`config.mk`:
```
export PLATFORM = sky130hd
export DESIGN_NAME = pipeline_hazard_unit_flat
export DESIGN_NICKNAME = d
export VERILOG_FILES = /design/src/rtl/pipeline_hazard_unit_if.sv /design/src/rtl/pipeline_hazard_unit.sv /design/src/flat_wrapper.sv
export SDC_FILE = /design/constraint.sdc
export NUM_CORES = 1
export LEC_CHECK = 0
export ABC_CLOCK_PERIOD_IN_PS = 4500
export BUFFER_PORTS_ARGS = -buffer_cell sky130_fd_sc_hd__buf_2
export CELL_PAD_IN_SITES_DETAIL_PLACEMENT = 1
export CELL_PAD_IN_SITES_GLOBAL_PLACEMENT = 1
export CORE_ASPECT_RATIO = 0.8
export CORE_MARGIN = 5
export CORE_UTILIZATION = 32
export DETAILED_ROUTE_END_ITERATION = 10
export PLACE_DENSITY_LB_ADDON = 0.1
export SLEW_MARGIN = 20
export SYNTH_ARGS = -nofsm -noshare
export SYNTH_HDL_FRONTEND = slang
export SYNTH_SLANG_ARGS = --single-unit
```
`constraint.sdc`:
```
create_clock -name i_clk -period 4.5 [get_ports i_clk]
set_input_delay 0.225 -clock i_clk [delete_from_list [all_inputs] [get_ports i_clk]]
set_output_delay 0.225 -clock i_clk [all_outputs]
set_load 0.02 [all_outputs]
```
`src/rtl/pipeline_hazard_unit_if.sv`:
```
// Pipeline-to-hazard-unit signal bundle: per-stage register addresses and enables in, stall/flush/bypass controls out.
// The master side is the pipeline datapath; the slave side is the hazard unit.
interface pipeline_hazard_unit_if #(
    parameter int NUM_SRC    = 2,
    parameter int REG_ADDR_W = 5
);
    logic [NUM_SRC*REG_ADDR_W-1:0] i_rs_addr_D;
    logic [NUM_SRC-1:0]            i_rs_used_D;
    logic [REG_ADDR_W-1:0]         i_rd_addr_D;
    logic                          i_rd_wren_D;
    logic                          i_mdu_op_D;
    logic [NUM_SRC*REG_ADDR_W-1:0] i_rs_addr_E;
    logic [REG_ADDR_W-1:0]         i_rd_addr_E;
    logic                          i_mem_rden_E;
    logic                          i_mdu_start_E;
    logic [REG_ADDR_W-1:0]         i_rd_addr_M;
    logic                          i_rd_wren_M;
    logic [REG_ADDR_W-1:0]         i_rd_addr_W;
    logic                          i_rd_wren_W;
    logic                          i_redirect_E;
    logic [2*NUM_SRC-1:0]          o_forward;
    logic                          o_stall_F;
    logic                          o_stall_D;
    logic                          o_flush_D;
    logic                          o_flush_E;
    logic                          o_mdu_busy;
    logic                          o_mdu_done;
    logic [REG_ADDR_W-1:0]         o_mdu_rd;

    modport master (
        output i_rs_addr_D, i_rs_used_D, i_rd_addr_D, i_rd_wren_D, i_mdu_op_D,
               i_rs_addr_E, i_rd_addr_E, i_mem_rden_E, i_mdu_start_E,
               i_rd_addr_M, i_rd_wren_M, i_rd_addr_W, i_rd_wren_W, i_redirect_E,
        input  o_forward, o_stall_F, o_stall_D, o_flush_D, o_flush_E,
               o_mdu_busy, o_mdu_done, o_mdu_rd
    );

    modport slave (
        input  i_rs_addr_D, i_rs_used_D, i_rd_addr_D, i_rd_wren_D, i_mdu_op_D,
               i_rs_addr_E, i_rd_addr_E, i_mem_rden_E, i_mdu_start_E,
               i_rd_addr_M, i_rd_wren_M, i_rd_addr_W, i_rd_wren_W, i_redirect_E,
        output o_forward, o_stall_F, o_stall_D, o_flush_D, o_flush_E,
               o_mdu_busy, o_mdu_done, o_mdu_rd
    );
endinterface

```
`src/rtl/pipeline_hazard_unit.sv`:
```
// Bypass select, load-use and MDU scoreboard interlocks, redirect flushes; all controls combinational (zero latency).
// Never backpressured itself: it drives the pipeline stall/flush enables, and a redirect overrides every stall.
module pipeline_hazard_unit #(
    parameter int NUM_SRC     = 2,
    parameter int REG_ADDR_W  = 5,
    parameter int MDU_LATENCY = 4
) (
    input  logic                   i_clk,
    input  logic                   i_reset,
    pipeline_hazard_unit_if.slave  hif
);
    localparam int               CNT_W    = $clog2(MDU_LATENCY + 1);
    localparam logic [CNT_W-1:0] CNT_LOAD = CNT_W'(MDU_LATENCY);
    localparam logic [CNT_W-1:0] CNT_ONE  = CNT_W'(1);

    logic [CNT_W-1:0]      cnt;
    logic [REG_ADDR_W-1:0] pend_rd;
    logic                  pend_v;
    logic                  rst_q;

    always_ff @(posedge i_clk) begin
        rst_q <= i_reset;
        if (i_reset) begin
            cnt     <= '0;
            pend_rd <= '0;
            pend_v  <= 1'b0;
        end else if (cnt == '0) begin
            if (hif.i_mdu_start_E) begin
                cnt     <= CNT_LOAD;
                pend_rd <= hif.i_rd_addr_E;
                pend_v  <= (hif.i_rd_addr_E != '0);
            end
        end else begin
            // A start while busy is a protocol violation and is simply dropped.
            cnt <= cnt - CNT_ONE;
            if (cnt == CNT_ONE) begin
                pend_v <= 1'b0;
            end
        end
    end

    logic                  out_gate;
    logic                  busy;
    logic                  load_pend;
    logic                  start_pend;
    logic                  load_use;
    logic                  raw;
    logic                  waw;
    logic                  structural;
    logic                  stall_any;
    logic [2*NUM_SRC-1:0]  fwd;
    logic [REG_ADDR_W-1:0] rs_d;
    logic [REG_ADDR_W-1:0] rs_e;

    assign busy       = (cnt != '0);
    assign load_pend  = hif.i_mem_rden_E  && (hif.i_rd_addr_E != '0);
    assign start_pend = hif.i_mdu_start_E && (hif.i_rd_addr_E != '0);

    always_comb begin
        fwd      = '0;
        load_use = 1'b0;
        raw      = 1'b0;
        rs_d     = '0;
        rs_e     = '0;
        for (int k = 0; k < NUM_SRC; k++) begin
            rs_e = hif.i_rs_addr_E[k*REG_ADDR_W +: REG_ADDR_W];
            rs_d = hif.i_rs_addr_D[k*REG_ADDR_W +: REG_ADDR_W];
            if (hif.i_rd_wren_M && (hif.i_rd_addr_M != '0) && (hif.i_rd_addr_M == rs_e)) begin
                fwd[2*k +: 2] = 2'b10;
            end else if (hif.i_rd_wren_W && (hif.i_rd_addr_W != '0) && (hif.i_rd_addr_W == rs_e)) begin
                fwd[2*k +: 2] = 2'b01;
            end
            if (hif.i_rs_used_D[k]) begin
                if (load_pend && (rs_d == hif.i_rd_addr_E)) begin
                    load_use = 1'b1;
                end
                // Pending MDU destinations: the tracked one plus the one launching this cycle.
                if ((pend_v && (rs_d == pend_rd)) || (start_pend && (rs_d == hif.i_rd_addr_E))) begin
                    raw = 1'b1;
                end
            end
        end
    end

    assign waw = hif.i_rd_wren_D &&
                 ((pend_v && (hif.i_rd_addr_D == pend_rd)) ||
                  (start_pend && (hif.i_rd_addr_D == hif.i_rd_addr_E)));
    assign structural = hif.i_mdu_op_D && (busy || hif.i_mdu_start_E);
    assign stall_any  = load_use || raw || waw || structural;

    // Outputs read as zero while reset is asserted and in the cycle after its last sample.
    assign out_gate = i_reset || rst_q;

    assign hif.o_forward  = out_gate ? '0 : fwd;
    assign hif.o_stall_F  = !out_gate && stall_any && !hif.i_redirect_E;
    assign hif.o_stall_D  = !out_gate && stall_any && !hif.i_redirect_E;
    assign hif.o_flush_D  = !out_gate && hif.i_redirect_E;
    assign hif.o_flush_E  = !out_gate && (stall_any || hif.i_redirect_E);
    assign hif.o_mdu_busy = !out_gate && busy;
    assign hif.o_mdu_done = !out_gate && (cnt == CNT_ONE);
    assign hif.o_mdu_rd   = out_gate ? '0 : pend_rd;
endmodule
```
`src/flat_wrapper.sv`:
```
// flat-port wrapper written by rule: the top's interface ports become plain ports
module pipeline_hazard_unit_flat 
#(
    parameter int NUM_SRC     = 2,
    parameter int REG_ADDR_W  = 5,
    parameter int MDU_LATENCY = 4
)
  (i_clk, i_reset, hif_i_rs_addr_D, hif_i_rs_used_D, hif_i_rd_addr_D, hif_i_rd_wren_D, hif_i_mdu_op_D, hif_i_rs_addr_E, hif_i_rd_addr_E, hif_i_mem_rden_E, hif_i_mdu_start_E, hif_i_rd_addr_M, hif_i_rd_wren_M, hif_i_rd_addr_W, hif_i_rd_wren_W, hif_i_redirect_E, hif_o_forward, hif_o_stall_F, hif_o_stall_D, hif_o_flush_D, hif_o_flush_E, hif_o_mdu_busy, hif_o_mdu_done, hif_o_mdu_rd);
  pipeline_hazard_unit_if #(.NUM_SRC(NUM_SRC), .REG_ADDR_W(REG_ADDR_W)) hif_i ();
  input  logic i_clk;
  input  logic i_reset;
  input wire logic [$bits(hif_i.i_rs_addr_D)-1:0] hif_i_rs_addr_D;
  input wire logic [$bits(hif_i.i_rs_used_D)-1:0] hif_i_rs_used_D;
  input wire logic [$bits(hif_i.i_rd_addr_D)-1:0] hif_i_rd_addr_D;
  input wire logic [$bits(hif_i.i_rd_wren_D)-1:0] hif_i_rd_wren_D;
  input wire logic [$bits(hif_i.i_mdu_op_D)-1:0] hif_i_mdu_op_D;
  input wire logic [$bits(hif_i.i_rs_addr_E)-1:0] hif_i_rs_addr_E;
  input wire logic [$bits(hif_i.i_rd_addr_E)-1:0] hif_i_rd_addr_E;
  input wire logic [$bits(hif_i.i_mem_rden_E)-1:0] hif_i_mem_rden_E;
  input wire logic [$bits(hif_i.i_mdu_start_E)-1:0] hif_i_mdu_start_E;
  input wire logic [$bits(hif_i.i_rd_addr_M)-1:0] hif_i_rd_addr_M;
  input wire logic [$bits(hif_i.i_rd_wren_M)-1:0] hif_i_rd_wren_M;
  input wire logic [$bits(hif_i.i_rd_addr_W)-1:0] hif_i_rd_addr_W;
  input wire logic [$bits(hif_i.i_rd_wren_W)-1:0] hif_i_rd_wren_W;
  input wire logic [$bits(hif_i.i_redirect_E)-1:0] hif_i_redirect_E;
  output wire logic [$bits(hif_i.o_forward)-1:0] hif_o_forward;
  output wire logic [$bits(hif_i.o_stall_F)-1:0] hif_o_stall_F;
  output wire logic [$bits(hif_i.o_stall_D)-1:0] hif_o_stall_D;
  output wire logic [$bits(hif_i.o_flush_D)-1:0] hif_o_flush_D;
  output wire logic [$bits(hif_i.o_flush_E)-1:0] hif_o_flush_E;
  output wire logic [$bits(hif_i.o_mdu_busy)-1:0] hif_o_mdu_busy;
  output wire logic [$bits(hif_i.o_mdu_done)-1:0] hif_o_mdu_done;
  output wire logic [$bits(hif_i.o_mdu_rd)-1:0] hif_o_mdu_rd;
  assign hif_i.i_rs_addr_D = hif_i_rs_addr_D;
  assign hif_i.i_rs_used_D = hif_i_rs_used_D;
  assign hif_i.i_rd_addr_D = hif_i_rd_addr_D;
  assign hif_i.i_rd_wren_D = hif_i_rd_wren_D;
  assign hif_i.i_mdu_op_D = hif_i_mdu_op_D;
  assign hif_i.i_rs_addr_E = hif_i_rs_addr_E;
  assign hif_i.i_rd_addr_E = hif_i_rd_addr_E;
  assign hif_i.i_mem_rden_E = hif_i_mem_rden_E;
  assign hif_i.i_mdu_start_E = hif_i_mdu_start_E;
  assign hif_i.i_rd_addr_M = hif_i_rd_addr_M;
  assign hif_i.i_rd_wren_M = hif_i_rd_wren_M;
  assign hif_i.i_rd_addr_W = hif_i_rd_addr_W;
  assign hif_i.i_rd_wren_W = hif_i_rd_wren_W;
  assign hif_i.i_redirect_E = hif_i_redirect_E;
  assign hif_o_forward = hif_i.o_forward;
  assign hif_o_stall_F = hif_i.o_stall_F;
  assign hif_o_stall_D = hif_i.o_stall_D;
  assign hif_o_flush_D = hif_i.o_flush_D;
  assign hif_o_flush_E = hif_i.o_flush_E;
  assign hif_o_mdu_busy = hif_i.o_mdu_busy;
  assign hif_o_mdu_done = hif_i.o_mdu_done;
  assign hif_o_mdu_rd = hif_i.o_mdu_rd;
  pipeline_hazard_unit #(.NUM_SRC(NUM_SRC), .REG_ADDR_W(REG_ADDR_W), .MDU_LATENCY(MDU_LATENCY)) u_core (.i_clk(i_clk), .i_reset(i_reset), .hif(hif_i));
endmodule
```
==> flow_summary.toml <==
[logic_synthesis]
synth_area_leaders = "xnor2_1 (30%), dfxtp_1 (18%), xor2_1 (8.5%)"
synth-seq-cells = 10
synth_top_area_share_pct = 30.1
syn_nets = 205
yosysSeqAreaShare_pct = 17.6
post_synth_instance_area_mm2 = 0.00114
ys.warnings.count = 0
synth_cells = 153
synth_cell_types = 30
synth_top_area_cell = "xnor2_1"
syn_avg_cell_area_um2 = 7.43

[layout]
final_nets = 270
design_area_mm2 = 0.00155
utilization_pct = 45.2
final_cells = 259
antennaDiodeCount = 0
layout-drive-gt1-share_pct = 33.6
synthToLayoutAreaGrowth_pct = 36.1

[sta]
grt_setup_unrepaired = "no"
finalHoldViolations = 0
fin_crit_sh_pct = 48.1
period_needed_ns = 2.16
slew_headroom_pct = 61.9
tightest_slew_ns = 0.569
max_freq_mhz = 462
fin_worst_skew_ns = 0.00290
finalSetupViolCount = 0
slew_viol_final = 0
fin_setup_tns_ns = 0

[clock_network]
clock_path_buffers = 2
htreeDepth = 1
cts_root_buf = "clkbuf_8"
clock_latency_ns = 0.24
clkSlewWorstSetupHoldPaths_ns = 0.05
cts_made_buffers = 3
ctsResizeCount = 0
post-cts-setup-buffer-count = 0
cts_tree = "done"
clock-sinks = 10
cts_hold_buf = 0

[setup_path]
r2r_end = "u_core.cnt[1]"
worstPathRequired_ns = 4.28
startpoint = "u_core.pend_rd[2]"
startpoint_type = "flop"
criticalPathCategory = "reg2out"
crit_fanout = 5
reg2reg_slack_ns = 2.90
worstSetupEndpointType = "output pin"
r2r-start = "u_core.cnt[0]"
endpoint = "hif_o_stall_F"
cp.arrival_ns = 1.94
r2r_cells = 6

[floorplanning]
start_util_pct = 33.2
die_h_um = 63.3
coreArea_mm2 = 0.00342
ios = 66
dieWidth_um = 76.6
num_rows = 19
die-area_mm2 = 0.00485

[drt]
drtPass1Iterations = 4
drc_errors = 0
vias_per_cell = 5.00
drt_iter0_drc = 35
vias = 1294
post_drt_wl_per_cell_um = 15.9
wirelength_um = 4130
ant_nets = 0

[global_routing]
grt_pass1_vias = 1279
antenna_found_initial = 0
grt_pass1_wl_um = 6410
grt-ovfl-total = 0
grt.total_usage_pct = 16.2
grt_max_degree = 13

[hold_path]
min_path_type = "in2reg"

[power_and_ir_drop]
p_leak_nw = 0.662
power_uw = 508
vdd_drop_max_mv = 0.226
powerDensity_mw_per_mm2 = 328

[placement]
portBuffers = 65
postPlaceCellArea_mm2 = 0.00149
place.gp.congestion = 0.838
dp_cells = 255
place_hpwl_um = 3580

[run_status]
run_status = "complete, no violations"

[run]
cap_viol_max_count = 0
Yosys cell counts:
library cell and number:
nor3_1 6, nor3b_1 1, xnor2_1 39, or2_2 1
clkbuf_1 4, or4_1 4, a32oi_1 1, nor2_1 8
and3_1 1, o21a_1 1, o211ai_1 1, ha_1 1
nand2_1 15, and2_1 7, nor4_1 4, dfxtp_1 10
a21oi_1 8, o21ai_0 3, xor2_1 11, inv_1 3
o21ai_1 2, a211oi_1 1, nor3b_2 1, o2111ai_1 1
nand3_1 9, inv_2 1, nand4_1 5, buf_4 1
nor2_2 1, o22ai_1 2
sequential cells by signal (all words and copies together), names as in the netlist:
signal          count
u_core.rst_q        1
u_core.pend_v       1
u_core.pend_rd      5
u_core.cnt          3
cells by family after synthesis:
| kind of cell | count (synthesis) | share of synthesized area [%] |
|---|---|---|
| compound gates | 20 | 10.4 |
| xor+xnor | 50 | 38.5 |
| fa+ha+maj | 1 | 1.10 |
| buf+inv | 9 | 3.30 |
| flops | 10 | 17.6 |
| simple gates | 63 | 29.1 |
worst min path at each step:
| stage | startpoint | end | slack [ns] | depth (start not counted) |
|---|---|---|---|---|
| floorplan | i_reset | u_core.rst_q | 0.25 | 0 |
| global placement | i_reset | u_core.rst_q | 0.48 | 1 |
| detailed placement | i_reset | u_core.rst_q | 0.48 | 1 |
| CTS | i_reset | u_core.rst_q | 0.22 | 1 |
| global route | i_reset | u_core.rst_q | 0.23 | 1 |
| finish | i_reset | u_core.rst_q | 0.23 | 1 |
report_power, final:
part | total (mW) | leakage (nW) | switching [mW] | internal (mW)
combinational | 0.245 | 0.551 | 0.138 | 0.107
clock | 0.117 | 0.0288 | 0.0401 | 0.0773
sequential | 0.146 | 0.0824 | 0.0330 | 0.113
worst max-delay path: stages, from the launching register on:
cell       delay, ns
dfxtp_1         0.48
xor2_1          0.11
nor4_1          0.28
and3_1          0.19
o21ai_1         0.06
o2111ai_1       0.15
nor3b_2         0.24
buf_2           0.19
per-layer routing:
layer	GRT usage, %	wire (um)
met4	3.28	0
met5	0	0
met2	23.5	1790
met1	24.2	2090
met3	3.56	244
cell usage in the layout, fill, tap and decap left out, drive strengths merged, types with 2 or more instances in the layout:
cell and n:
o21ai 5, or4 4, clkbuf 4, xor2 11, xnor2 39, nor3b 2, nand3 9, nor2 9
nor3 6, a21oi 8, and2 7, buf 65, inv 4, nor4 4, o22ai 2, nand2 15
dfxtp 10, nand4 5
layout make-up:
cell class | instances | area (um2)
timing repair buffer | 65 | 325
tap | 42 | 52.6
fill | 459 | 1880
clock buffer | 4 | 55.1
sequential | 10 | 200
multi-input combinational | 134 | 898
inverter | 4 | 15.0
per-stage QoR:
step                      setup WS, ns  hold WS (ns)
after floorplan                   2.54         0.253
final                             2.34         0.226
after global placement            2.51         0.476
after detailed placement          2.49         0.483
after CTS                         2.34         0.224
after global routing              2.21         0.229
(Power assumes the default switching activity.)
